File: config.mk
export PLATFORM = sky130hd
export DESIGN_NAME = stopwatch_bcd_core
export DESIGN_NICKNAME = d
export VERILOG_FILES = /design/src/rtl/stopwatch_bcd_core.sv
export SDC_FILE = /design/constraint.sdc
export NUM_CORES = 1
export LEC_CHECK = 0
export BUFFER_PORTS_ARGS = -buffer_cell sky130_fd_sc_hd__buf_2
export CORE_MARGIN = 4
export CORE_UTILIZATION = 52
export CTS_CLUSTER_DIAMETER = 100
export DETAILED_ROUTE_END_ITERATION = 10
export PLACE_DENSITY = 0.81
export SYNTH_ARGS = -nofsm -noshare
export SYNTH_HDL_FRONTEND = slang
export SYNTH_SLANG_ARGS = --single-unit
File: constraint.sdc
create_clock -name clk -period 2.2 [get_ports clk]
set_input_delay 0.44 -clock clk [delete_from_list [all_inputs] [get_ports clk]]
set_output_delay 0.44 -clock clk [all_outputs]
set_load 0.1 [all_outputs]
File: src/rtl/stopwatch_bcd_core.sv
`default_nettype none
// ============================================================================
// Module   : stopwatch_bcd_core
// Summary  : MM:SS.hh stopwatch time base with six-digit BCD ripple counter.
//            Optional lap snapshot display enabled by defining LAP_HOLD_EN.
// Revision : 1.0 - initial release
// ============================================================================
module stopwatch_bcd_core #(
  parameter int CLK_HZ  = 50_000_000,
  parameter int TICK_HZ = 100
) (
  input  logic       clk,
  input  logic       reset_n,
  input  logic       start_stop,
  input  logic       clear,
  input  logic       lap,
  output logic [3:0] digit_mt,
  output logic [3:0] digit_mo,
  output logic [3:0] digit_st,
  output logic [3:0] digit_so,
  output logic [3:0] digit_ht,
  output logic [3:0] digit_ho,
  output logic       running,
  output logic       overflow
);

  localparam int DIV = CLK_HZ / TICK_HZ;
  localparam int PW  = (DIV > 1) ? $clog2(DIV) : 1;
  localparam logic [PW-1:0] PRESC_LAST = PW'(DIV - 1);

  typedef enum logic [1:0] {
    S_IDLE    = 2'd0,
    S_RUNNING = 2'd1,
    S_PAUSED  = 2'd2
  } state_t;

  state_t        r_state;
  logic [PW-1:0] r_presc;
  logic [3:0]    r_mt, r_mo, r_st, r_so, r_ht, r_ho;
  logic          r_running;
  logic          r_overflow;

  logic w_tick;
  logic w_c_ho, w_c_ht, w_c_so, w_c_st, w_c_mo, w_wrap;

  // Carry into each digit is qualified by every lower digit being at its maximum.
  assign w_tick = (r_state == S_RUNNING) && (r_presc == PRESC_LAST);
  assign w_c_ho = w_tick && (r_ho == 4'd9);
  assign w_c_ht = w_c_ho && (r_ht == 4'd9);
  assign w_c_so = w_c_ht && (r_so == 4'd9);
  assign w_c_st = w_c_so && (r_st == 4'd5);
  assign w_c_mo = w_c_st && (r_mo == 4'd9);
  assign w_wrap = w_c_mo && (r_mt == 4'd5);

  function automatic logic [3:0] f_bcd_next(input logic [3:0] d, input logic en,
                                            input logic [3:0] max);
    if (!en)
      return d;
    else if (d == max)
      return 4'd0;
    else
      return d + 4'd1;
  endfunction

  always_ff @(posedge clk or negedge reset_n) begin
    if (!reset_n) begin
      r_state    <= S_IDLE;
      r_presc    <= '0;
      r_mt       <= 4'd0;
      r_mo       <= 4'd0;
      r_st       <= 4'd0;
      r_so       <= 4'd0;
      r_ht       <= 4'd0;
      r_ho       <= 4'd0;
      r_running  <= 1'b0;
      r_overflow <= 1'b0;
    end else if (clear) begin
      r_state    <= S_IDLE;
      r_presc    <= '0;
      r_mt       <= 4'd0;
      r_mo       <= 4'd0;
      r_st       <= 4'd0;
      r_so       <= 4'd0;
      r_ht       <= 4'd0;
      r_ho       <= 4'd0;
      r_running  <= 1'b0;
      r_overflow <= 1'b0;
    end else begin
      case (r_state)
        S_IDLE: begin
          if (start_stop) begin
            r_state   <= S_RUNNING;
            r_running <= 1'b1;
          end
        end
        S_RUNNING: begin
          if (start_stop) begin
            r_state   <= S_PAUSED;
            r_running <= 1'b0;
          end
        end
        S_PAUSED: begin
          if (start_stop) begin
            r_state   <= S_RUNNING;
            r_running <= 1'b1;
          end
        end
        default: begin
          r_state   <= S_IDLE;
          r_running <= 1'b0;
        end
      endcase

      // A pause on the tick edge still counts that tick: both act on the old state.
      if (r_state == S_RUNNING)
        r_presc <= (r_presc == PRESC_LAST) ? '0 : r_presc + 1'b1;

      r_ho <= f_bcd_next(r_ho, w_tick, 4'd9);
      r_ht <= f_bcd_next(r_ht, w_c_ho, 4'd9);
      r_so <= f_bcd_next(r_so, w_c_ht, 4'd9);
      r_st <= f_bcd_next(r_st, w_c_so, 4'd5);
      r_mo <= f_bcd_next(r_mo, w_c_st, 4'd9);
      r_mt <= f_bcd_next(r_mt, w_c_mo, 4'd5);

      if (w_wrap)
        r_overflow <= 1'b1;
    end
  end

  assign running  = r_running;
  assign overflow = r_overflow;

`ifdef LAP_HOLD_EN
  logic       r_lap_hold;
  logic [3:0] r_snap_mt, r_snap_mo, r_snap_st, r_snap_so, r_snap_ht, r_snap_ho;

  always_ff @(posedge clk or negedge reset_n) begin
    if (!reset_n) begin
      r_lap_hold <= 1'b0;
      r_snap_mt  <= 4'd0;
      r_snap_mo  <= 4'd0;
      r_snap_st  <= 4'd0;
      r_snap_so  <= 4'd0;
      r_snap_ht  <= 4'd0;
      r_snap_ho  <= 4'd0;
    end else if (clear) begin
      r_lap_hold <= 1'b0;
    end else if (lap && (r_state != S_IDLE)) begin
      r_lap_hold <= ~r_lap_hold;
      if (!r_lap_hold) begin
        r_snap_mt <= r_mt;
        r_snap_mo <= r_mo;
        r_snap_st <= r_st;
        r_snap_so <= r_so;
        r_snap_ht <= r_ht;
        r_snap_ho <= r_ho;
      end
    end
  end

  assign digit_mt = r_lap_hold ? r_snap_mt : r_mt;
  assign digit_mo = r_lap_hold ? r_snap_mo : r_mo;
  assign digit_st = r_lap_hold ? r_snap_st : r_st;
  assign digit_so = r_lap_hold ? r_snap_so : r_so;
  assign digit_ht = r_lap_hold ? r_snap_ht : r_ht;
  assign digit_ho = r_lap_hold ? r_snap_ho : r_ho;
`else
  logic w_lap_unused;
  assign w_lap_unused = lap;

  assign digit_mt = r_mt;
  assign digit_mo = r_mo;
  assign digit_st = r_st;
  assign digit_so = r_so;
  assign digit_ht = r_ht;
  assign digit_ho = r_ho;
`endif

endmodule
`default_nettype wire
### After elaboration in Yosys (flattened, before gate mapping)

Index checks and enable logic that the tools add are counted.

| word-level totals | value |
|---|---|
| bits in registers | 47 |
| input bits | 5 |
| output and inout port bits | 26 |
| logic and storage cells | 77 |

| cells by class | value |
|---|---|
| add/subtract/negate cells | 7 |
| equal/unequal tests | 11 |
| muxes and demuxes | 31 |
| reduce and logical (&&, ||, !) cells | 18 |

Operator list:

| cell | count |
|---|---|
| 4-bit 2-to-1 mux | 18 |
| 19-bit 2-to-1 mux | 3 |
| 4-bit by 1-bit adder with 4-bit output, second input constant | 6 |
| 19-bit by 1-bit adder with 19-bit output, second input constant | 1 |
| 19-bit equality test, second input constant | 1 |
| 4-bit equality test, second input constant | 4 |
| 2-bit nonzero test | 8 |
| 4-bit by 3-bit equality test with 1-bit output, second input constant | 2 |
| 1-bit logical AND | 7 |
| 2-bit 2-to-1 mux | 3 |
| 1-bit 2-to-1 mux | 5 |
| 2-bit one-hot mux with 2 select lines | 1 |
| 3-bit by 1-bit inequality test with 1-bit output, second input constant | 1 |
| 3-bit inequality test, second input constant | 1 |
| 2-bit by 1-bit equality test with 1-bit output, second input constant | 1 |
| 2-bit equality test, second input constant | 1 |
| 2-bit logical NOT | 1 |
| 1-bit one-hot mux with 2 select lines | 1 |
| 2-bit AND reduction | 1 |
| 2-bit OR reduction | 1 |

### Logic depth before layout (Yosys ltp)

Gate-level depths: netlist of the first run.

| logic depth | value |
|---|---|
| depth after elaboration | 10 |
| gate-level depth with buffers | 8 |
| gate-level depth less buffers | 7 |

### Worst setup path after synthesis of the first run

Ideal clock, no wire load.

| timing path | value |
|---|---|
| path kind | register to register |
| from | reg r_ho[0] (netlist: digit_ho[0]) |
| to | reg r_mt[3] (netlist: digit_mt[3]) |
| library setup time | 132 ps |
| arrival | 2648 ps |
| data required time | 2068 ps |
| setup slack | -579 ps |
| stages on the path, launching flop included | 7 |
| path buffers | 0 |
| clock period less this slack | 2779 ps |
| cells stage by stage | dfrtp_1 > ha_1 > and3b_1 > or4b_2 > nor4_1 > mux2i_1 > nor2_1 |

| on the way | value |
|---|---|
| longest elaborated chain between the ends | 7 |

RTL lines:

| item | line | text |
|---|---|---|
| from (decl) | 39 | `logic [3:0] r_mt, r_mo, r_st, r_so, r_ht, r_ho;` |
| from (signal assigned) | 118 | `r_ho <= f_bcd_next(r_ho, w_tick, 4'd9);` |
| 4-bit equality test | 48 | `assign w_c_ho = w_tick && (r_ho == 4'd9);` |
| 1-bit logical AND | 48 |  |
| 1-bit logical AND | 49 | `assign w_c_ht = w_c_ho && (r_ht == 4'd9);` |
| 1-bit logical AND | 50 | `assign w_c_so = w_c_ht && (r_so == 4'd9);` |
| 1-bit logical AND | 51 | `assign w_c_st = w_c_so && (r_st == 4'd5);` |
| 1-bit logical AND | 52 | `assign w_c_mo = w_c_st && (r_mo == 4'd9);` |
| 2-bit nonzero test (no source line) | - |  |
| to (signal assigned) | 123 | `r_mt <= f_bcd_next(r_mt, w_c_mo, 4'd5);` |
| to (decl) | 39 |  |

No other way between the ends.
A chain may end at the register's enable or synchronous reset.

### Final worst setup path of the first run

| timing path | value |
|---|---|
| from | reg r_presc[12] |
| to | reg r_mt[3] (netlist: digit_mt[3]) |

| on the way | value |
|---|---|
| longest elaborated chain between the ends | 8 |

RTL lines:

| item | line | text |
|---|---|---|
| from (decl) | 38 | `logic [PW-1:0] r_presc;` |
| from (signal assigned) | 116 | `r_presc <= (r_presc == PRESC_LAST) ? '0 : r_presc + 1'b1;` |
| 19-bit equality test | 47 | `assign w_tick = (r_state == S_RUNNING) && (r_presc == PRESC_LAST);` |
| 1-bit logical AND | 47 |  |
| 1-bit logical AND | 48 |  |
| 1-bit logical AND | 49 |  |
| 1-bit logical AND | 50 |  |
| 1-bit logical AND | 51 |  |
| 1-bit logical AND | 52 |  |
| 2-bit nonzero test (no source line) | - |  |

No other way between the ends.

==> impl_metrics.ini, run 1 <==
[synthesis]
synth_flop_cell = dfrtp_1
yosysMostFrequentCell = dfrtp_1
post_synth.cell_area_avg_um2 = 9.217
yosysTopAreaCellShare_pct = 43.21
synth-warning-count = 0
synth_top_cells_by_count = dfrtp_1, a21oi_1, nand2_1
async_flop_share_pct = 100.0
syn_inst = 289
ys_ff_latch = 46
syn_nets = 305
synth_area_leader_cell = dfrtp_1
synth_cell_types = 49
seq_area_frac_synth_pct = 43.21
synth_area_leaders = dfrtp_1, ha_1, a21oi_1, nand2_1, nand3_1
synth_edf_count = 0
netlist_area_mm2 = 0.002664

[global_routing]
antenna_found_initial = 0
grt_use_total_pct = 20.55
grt_max_degree = 31
grt_pass1_wl_um = 10430
grt_pass1_vias = 2245
grt.overflow.total = 0

[route]
drtAntennaViolNets = 0
drtIter0Drc = 132
wl_per_cell_um = 14.29
wirelength_um = 5988
avgViaCountPerCell = 5.656
dr.pass1.iters = 4
vias = 2370
drc_errors = 0

[die]
dieArea_mm2 = 0.006332
ioPinCount = 31
initial_core_util_pct = 54.94
die_x_um = 79.58
die_h_um = 79.58
num_rows = 25
coreArea_mm2 = 0.004848

[pwr]
ir_drop_mv = 0.4340
finalPower_mw = 1.739
p_per_area_mw_per_mm2 = 519.8
p_leak_nw = 1.499

[timing]
clock_skew_ps = 11.28
fmax_mhz = 465.5
fin_tns_setup_ps = 0
slew_headroom_pct = 43.05
rsz0062_at_grt = yes
finalSetupViolations = 0
finalMaxSlewViolations = 0
tightest_slew_ps = 851.0
final_hold_viol_count = 0
min_period_over_period_pct = 97.64
min_period_ps = 2148

[critical_path]
r2r.worst_path.cells = 5
crit_type = register to register
worstSetupStartpointType = register
crit_arrival_ps = 2330
r2r_end = digit_mt[3]$_DFFE_PN0P_
critPathMaxFanout = 2
cp-startpoint = r_presc[12]$_DFFE_PN0P_
worstReg2RegStart = r_presc[12]$_DFFE_PN0P_
endpoint_kind = register
cp_data_required_time_ps = 2380
ff2ff_setup_slack_ps = 50

[worst_hold_path]
hold_path.class = input port to async pin

[layout]
fin_cells = 419
drive_gt1_share_pct = 31.25
areaGrowthSynthToFinish_pct = 25.55
nFillCells = 364
final_core_util_pct = 68.98
regArea_mm2 = 0.001180
nNetsFinal = 367
antenna_cells = 0
multi_input_area_mm2 = 0.001456
final_area_mm2 = 0.003344

[clock_tree]
cts_buffer_depth = 2
insertion_delay_ps = 300
clkTransAtPathRegs_ps = 90
clock-sinks = 46
cts_tree = done
numCtsBuffers = 5
cts.hold.buffers_added = 0
h-tree-depth = 2
cts_root_buffer = clkbuf_8

[placed_design]
place_area_mm2 = 0.003119
gp_congestion = 0.8658
post-dp-hpwl_um = 4257
port_buffers = 29
dp.cells = 402

[flow_run]
cap_violations = 0

[run_status]
outcome = complete, no violations
[per-stage QoR]
step,hold slack (ps),setup WS (ps)
2_1_floorplan,144.4,2.966
3_3_place_gp,432.9,-17.28
3_5_place_dp,434.5,-48.48
4_1_cts,105.8,21.93
5_1_grt,124.4,-16.64
6_report,87.30,51.96
[cell type report]
| cell class | instances | share of cell area, % |
|---|---|---|
| multi-input cells | 221 | 43.55 |
| clock buffers | 6 | 2.469 |
| flip-flops and latches | 46 | 35.28 |
| clock inverters | 2 | 1.796 |
| well taps | 67 | 2.507 |
| repair buffers | 63 | 12.83 |
| inverters | 14 | 1.571 |
[where the power goes]
part	total, mW	switching, mW	internal (mW)
registers	0.854	0.00343	0.850
clock network	0.780	0.295	0.485
logic	0.105	0.0763	0.0289
[layer usage]
metal	vias up	track usage, %	wire (um)
met2	50	36.23	2949
met5	-	0	0
met3	11	3.837	290
li1	1180	-	-
met4	0	5.498	93
met1	1129	25.63	2655
[how the worst max path moves through the flow]
stage,end,slack [ps],cells after the start
2_1_floorplan,digit_so[3]$_DFFE_PN0P_,3,8
3_3_place_gp,r_presc[7]$_DFFE_PN0P_,-20,6
3_5_place_dp,r_presc[7]$_DFFE_PN0P_,-50,6
4_1_cts,digit_mo[3]$_DFFE_PN0P_,20,6
5_1_grt,digit_mo[3]$_DFFE_PN0P_,-20,8
6_report,digit_mt[3]$_DFFE_PN0P_,50,5
[critical path, cell delays in order, from the launching register on]
cell and delay, ps:
dfrtp_1 390, or4b_4 560, or3_2 550, nor4_2 270
mux2i_1 220, nor2_1 50
[cell usage in the layout (no fill, tap or decap), drive strengths merged, types with 4 or more instances in the layout]
| cell type | Yosys | layout |
|---|---|---|
| buf | 2 | 63 |
| nor2 | 22 | 22 |
| or3 | 15 | 15 |
| dfrtp | 46 | 46 |
| nor2b | 4 | 4 |
| nor3 | 8 | 8 |
| a31oi | 4 | 4 |
| and3b | 5 | 5 |
| ha | 11 | 11 |
| nand3 | 20 | 20 |
| o21ai | 14 | 14 |
| mux2i | 5 | 5 |
| nand4 | 11 | 11 |
| nand2 | 28 | 28 |
| xor2 | 4 | 4 |
| or4 | 6 | 6 |
| a21oi | 27 | 27 |
| inv | 14 | 14 |
| clkbuf | 6 | 6 |
| and2 | 4 | 4 |
[flip-flops by register name, indices dropped and copies added (netlist names), 4 cells and up]
name      flops
digit_so      4
digit_mo      4
r_presc      19
digit_mt      4
digit_st      4
digit_ht      4
digit_ho      4
[logic make-up (layout without fill, tap and decap cells)]
kind of cell	count (synthesis)	count (layout)	share of synthesized area (%)
compound gates	59	59	12.82
flops	46	46	43.21
mux	7	7	2.724
buf+inv	22	85	3.429
fa+ha+maj	11	11	5.167
simple gates	139	139	31.00
xor+xnor	5	5	1.644
[repair_timing]
action	CTS	global route
setup buffers	0	9
setup endpoints to repair	4	9
gates resized for setup	1	2
pin swaps	0	4
Note: power is estimated with default switching activity, not from simulation.
==> run 2, diff against run 1 <==
CTS_BUF_LIST = sky130_fd_sc_hd__clkbuf_16   (was not set)
==> run 2 against run 1 <==
Compared with the run above: sequential power about the same; final cell count rose by 0.24%; critical path type unchanged; fmax down 0.49%; flip-flop and latch count unchanged; via count increased by 1.8%; design area grew 1.6%; count of clock-buffer cells in the layout down 1; hold slack improved by 33 ps; routed wire length increased by 2.3%; first-iteration DRC count down 29%.
==> impl_metrics.ini, run 2 (synthesized netlist as in run 1, its figures left out) <==
[run_status]
outcome = complete, no violations

[critical_path]
path_cells = or4b_4 -> nor3_4 -> buf_12 -> nand3_4 -> buf_4 -> or3_1 -> a21oi_1
cp-startpoint = r_presc[14]$_DFFE_PN0P_
endpoint_kind = register
worst_path_max_delay_cell = or4b_4
crit_type = register to register
crit_buf_inv = 2
path_delay_family = simple AND/OR/NAND/NOR gates
critPathMaxFanout = 10
crit_arrival_ps = 2360
cp_data_required_time_ps = 2410
max_stage_delay_ps = 560
worstReg2RegStart = r_presc[14]$_DFFE_PN0P_
worstSetupStartpointType = register

[die]
coreArea_mm2 = 0.004848
initial_core_util_pct = 54.94
die_h_um = 79.58
num_rows = 25
ioPinCount = 31
dieArea_mm2 = 0.006332
die_x_um = 79.58

[worst_hold_path]
hold_path.class = input port to async pin

[clock_tree]
numCtsBuffers = 5
cts_buffer_depth = 2
clock-sinks = 46
cts_tree = done
clkTransAtPathRegs_ps = 60
h-tree-depth = 2
insertion_delay_ps = 280
cts_root_buffer = clkbuf_16

[timing]
slew_headroom_pct = 43.44
min_period_ps = 2159
fmax_mhz = 463.3
final_hold_viol_count = 0
tightest_slew_ps = 845.3
clock_skew_ps = 6.644
finalSetupViolations = 0
rsz0062_at_grt = yes
fin_tns_setup_ps = 0
finalMaxSlewViolations = 0
min_period_over_period_pct = 98.12

[global_routing]
antenna_found_initial = 0
grt_use_total_pct = 21.20
grt_use_met1_pct = 26.21
grt_pass1_vias = 2271
grt_pass1_wl_um = 10700
use_met3_pct = 4.176
grt_max_degree = 31
grtUsageMet2_pct = 37.06
grt-busiest-layer = met2
grt.overflow.total = 0

[pwr]
power_frac_comb_pct = 5.5
p_sw_mw = 0.3925
intPower_mw = 1.527
finalPower_mw = 1.920
ir_drop_mv = 0.4762
p_leak_nw = 1.541
seqPwrFrac_pct = 44.5
p_clk_share_pct = 50.0
p_sw_share_pct = 20.44
p_per_area_mw_per_mm2 = 564.7

[placed_design]
gp_congestion = 0.8658
post-dp-hpwl_um = 4257
port_buffers = 29
dp.cells = 402

[layout]
top_register = r_presc
fin_cells = 420
final_core_util_pct = 70.12
drive_gt1_share_pct = 31.16
largest_reg_flops = 19
antenna_cells = 0
nNetsFinal = 368
layout_common_cells = buf_4, dfrtp_1, buf_2
final_common_cell = buf_4
areaGrowthSynthToFinish_pct = 27.62

[route]
vias = 2412
avgViaCountPerCell = 5.743
wirelength_um = 6127
dr.pass1.iters = 4
drtIter0Drc = 94
drtAntennaViolNets = 0
wl_per_cell_um = 14.59
drc_errors = 0

[flow_run]
cap_violations = 0
run 2: changes by cell type in the layout (fill, tap and decap cells not counted), sizes merged:
cell / before / now
buf: 63 / 64
clkinv: 0 / 1
clkbuf: 6 / 5
run 2: through the flow:
stage          hold WS, ps  area, um^2  worst slack (ps)
6_report             120.5        3400             41.41
5_1_grt              154.1        3400            -30.12
3_3_place_gp         432.9        3119            -17.28
2_1_floorplan        144.4        2716             2.966
4_1_cts              129.5        3312             23.60
3_5_place_dp         434.5        3119            -48.48
run 2: metal layers:
layer  wire length [um]  share of wire, %  vias up
met2               3157                52       57
met5                  0                 0        -
li1                   -                 -     1183
met4                 76               1.2        0
met3                306               5.0        9
met1               2586                42     1163
run 2: power by group through the flow:
| stage | sequential, mW | clock, mW | combinational, mW |
|---|---|---|---|
| 3_3_place_gp | 0.871 | 0 | 0.103 |
| 4_1_cts | 0.855 | 0.972 | 0.105 |
| 2_1_floorplan | 0.884 | 0 | 0.0436 |
| 6_report | 0.855 | 0.960 | 0.105 |
| 5_1_grt | 0.856 | 1.02 | 0.115 |
| 3_5_place_dp | 0.871 | 0 | 0.105 |
run 2: area by class of cell:
cell class / instances / area, um^2
Clock buffer: 5 / 125.1
Sequential cell: 46 / 1180
Multi-Input combinational cell: 221 / 1458
Timing Repair Buffer: 64 / 436.7
Inverter: 14 / 52.55
Fill cell: 363 / 1449
Tap cell: 67 / 83.83
Clock inverter: 3 / 63.81
run 2: final timing paths:
path                                           endpoint  slack [ps]  cells after the start
worst max-delay path            digit_so[1]$_DFFE_PN0P_          40                      7
worst min-delay path            digit_ht[3]$_DFFE_PN0P_         120                      1
worst max register to register  digit_so[1]$_DFFE_PN0P_          40                      7
worst min register to register     overflow$_DFFE_PN0P_         510                      2
max in group asynchronous       digit_so[0]$_DFFE_PN0P_        1550                      2
min in group clk                 r_state[1]$_DFFE_PN0P_         450                      3
run 2: timing repair:
item,4_1_cts,5_1_grt
pin swaps,0,3
resized for setup,1,2
buffers inserted,0,10
hold buffers,0,0
endpoints found under the setup margin,2,9
==> run 3, diff against run 2 <==
--- a/config.mk
+++ b/config.mk
@@ -14,2 +14,3 @@
 export PLACE_DENSITY = 0.81
+export SLEW_MARGIN = 20
 export SYNTH_ARGS = -nofsm -noshare
==> constraint.sdc (replaced) <==
create_clock -name clk -period 2.2 [get_ports clk]
set_input_delay 0.55 -clock clk [delete_from_list [all_inputs] [get_ports clk]]
set_output_delay 0.55 -clock clk [all_outputs]
set_load 0.1 [all_outputs]
==> run 3 against run 2 <==
Compared with the run above: design area is 0.29% lower; hold slack better by 120 ps; utilization is 0.21 points lower; sequential power hardly changed; highest routed layer unchanged; critical endpoint is now digit_mo[3]$_DFFE_PN0P_; combinational power is 6% higher.
==> impl_metrics.ini, run 3 (synthesized netlist as in run 1, its figures left out) <==
[run_status]
outcome = complete, no violations

[die]
initial_core_util_pct = 54.94
dieArea_mm2 = 0.006332
ioPinCount = 31
num_rows = 25
die_h_um = 79.58
die_x_um = 79.58
coreArea_mm2 = 0.004848

[global_routing]
grt_use_total_pct = 21.66
grt_pass1_wl_um = 10960
grt_pass1_vias = 2371
grt.overflow.total = 0
antenna_found_initial = 0
grt_max_degree = 31

[clock_tree]
cts_tree = done
insertion_delay_ps = 280
cts_buffer_depth = 2
cts_root_buffer = clkbuf_16
cts.hold.buffers_added = 0
numCtsBuffers = 5
clkTransAtPathRegs_ps = 60
clock-sinks = 46
h-tree-depth = 2

[placed_design]
gp_congestion = 0.8443
place_area_mm2 = 0.003134
port_buffers = 29
post-dp-hpwl_um = 4296

[critical_path]
r2r.worst_path.cells = 6
r2r_end = digit_mo[3]$_DFFE_PN0P_
path_delay_family = simple AND/OR/NAND/NOR gates
worst_path_max_delay_cell = or4b_4
cp-startpoint = r_presc[12]$_DFFE_PN0P_
path_cells = or4b_4 -> nor3_4 -> buf_12 -> nand3_4 -> or4_1 -> a21oi_1
crit_buf_inv = 1
crit_type = register to register
cp_data_required_time_ps = 2410
endpoint_kind = register
worstSetupStartpointType = register
crit_arrival_ps = 2400
critPathMaxFanout = 11
worstReg2RegStart = r_presc[12]$_DFFE_PN0P_
max_stage_delay_ps = 570
ff2ff_setup_slack_ps = 9
worst-path-stages = 6
crit_path_end = digit_mo[3]$_DFFE_PN0P_

[pwr]
finalPower_mw = 1.677
ir_drop_mv = 0.4649
p_leak_nw = 1.521
p_per_area_mw_per_mm2 = 494.7

[timing]
fin_tns_setup_ps = 0
finalMaxSlewViolations = 0
final_hold_viol_count = 0
hold_ws_ps = 235.9
tightest_slew_ps = 933.8
clock_skew_ps = 5.075
rsz0062_at_grt = yes
slew_headroom_pct = 37.51
finalSetupViolations = 0
min_period_ps = 2191
min_period_over_period_pct = 99.60
fmax_mhz = 456.4

[route]
drtIter0Drc = 148
wl_per_cell_um = 15.16
wirelength_um = 6383
dr.pass1.iters = 4
drtAntennaViolNets = 0
avgViaCountPerCell = 5.805
vias = 2444
drc_errors = 0

[layout]
final_common_cell = buf_4
largest_reg_flops = 19
antenna_cells = 0
nFillCells = 362
nNetsFinal = 369
layout_common_cells = buf_4, dfrtp_1, buf_2
drive_gt1_share_pct = 31.64
final_area_mm2 = 0.003390
areaGrowthSynthToFinish_pct = 27.24
top_register = r_presc

[worst_hold_path]
hold_path.class = input port to async pin

[flow_run]
cap_violations = 0
==> run 3: layout make-up <==
| class | count | area (um^2) | area share (%) |
|---|---|---|---|
| Inverter | 14 | 52.55 | 1.550 |
| Timing Repair Buffer | 65 | 457.9 | 13.51 |
| Multi-Input combinational cell | 221 | 1479 | 43.63 |
| Clock inverter | 3 | 11.26 | 0.3322 |
| Clock buffer | 5 | 125.1 | 3.691 |
| Tap cell | 67 | 83.83 | 2.473 |
| Sequential cell | 46 | 1180 | 34.81 |
==> run 3: worst min-delay path by stage <==
| stage | end | slack, ps | startpoint | depth (start not counted) |
|---|---|---|---|---|
| floorplan | digit_ho[2]$_DFFE_PN0P_ | 250 | reset_n | 0 |
| global placement | overflow$_DFFE_PN0P_ | 490 | overflow$_DFFE_PN0P_ | 2 |
| detailed placement | overflow$_DFFE_PN0P_ | 500 | overflow$_DFFE_PN0P_ | 2 |
| CTS | digit_ho[0]$_DFFE_PN0P_ | 240 | reset_n | 1 |
| global route | r_presc[15]$_DFFE_PN0P_ | 270 | reset_n | 1 |
| finish | digit_ht[3]$_DFFE_PN0P_ | 240 | reset_n | 1 |
==> run 3: through the flow <==
| step | instances | setup WS, ps | util [%] |
|---|---|---|---|
| floorplan | 289 | 2.966 | - |
| CTS | 414 | 8.768 | 67.85 |
| detailed placement | 404 | -105.3 | 64.65 |
| global route | 421 | -46.91 | 69.91 |
| finish | 421 | 8.737 | 69.91 |
| global placement | 404 | -50.33 | 64.65 |
==> run 3: timing repair <==
action	4_1_cts	5_1_grt
resized for setup	1	6
pin swaps	2	6
setup buffers	2	6
gates cloned	0	1
endpoints found under the setup margin	13	15
==> run 3: per-layer routing <==
metal	track usage [%]	share of wire, %	up-vias
met1	27.33	43	1183
met2	37.06	50	75
met3	4.515	4.8	14
met5	0	0	-
met4	6.701	2.0	0
li1	-	-	1172
==> run 3: power by group <==
| part | total [mW] | internal, mW | switching [mW] | leakage, nW |
|---|---|---|---|---|
| Clock | 0.711 | 0.409 | 0.302 | 0.0738 |
| Sequential | 0.855 | 0.852 | 0.00337 | 0.612 |
| Combinational | 0.111 | 0.0325 | 0.0785 | 0.836 |
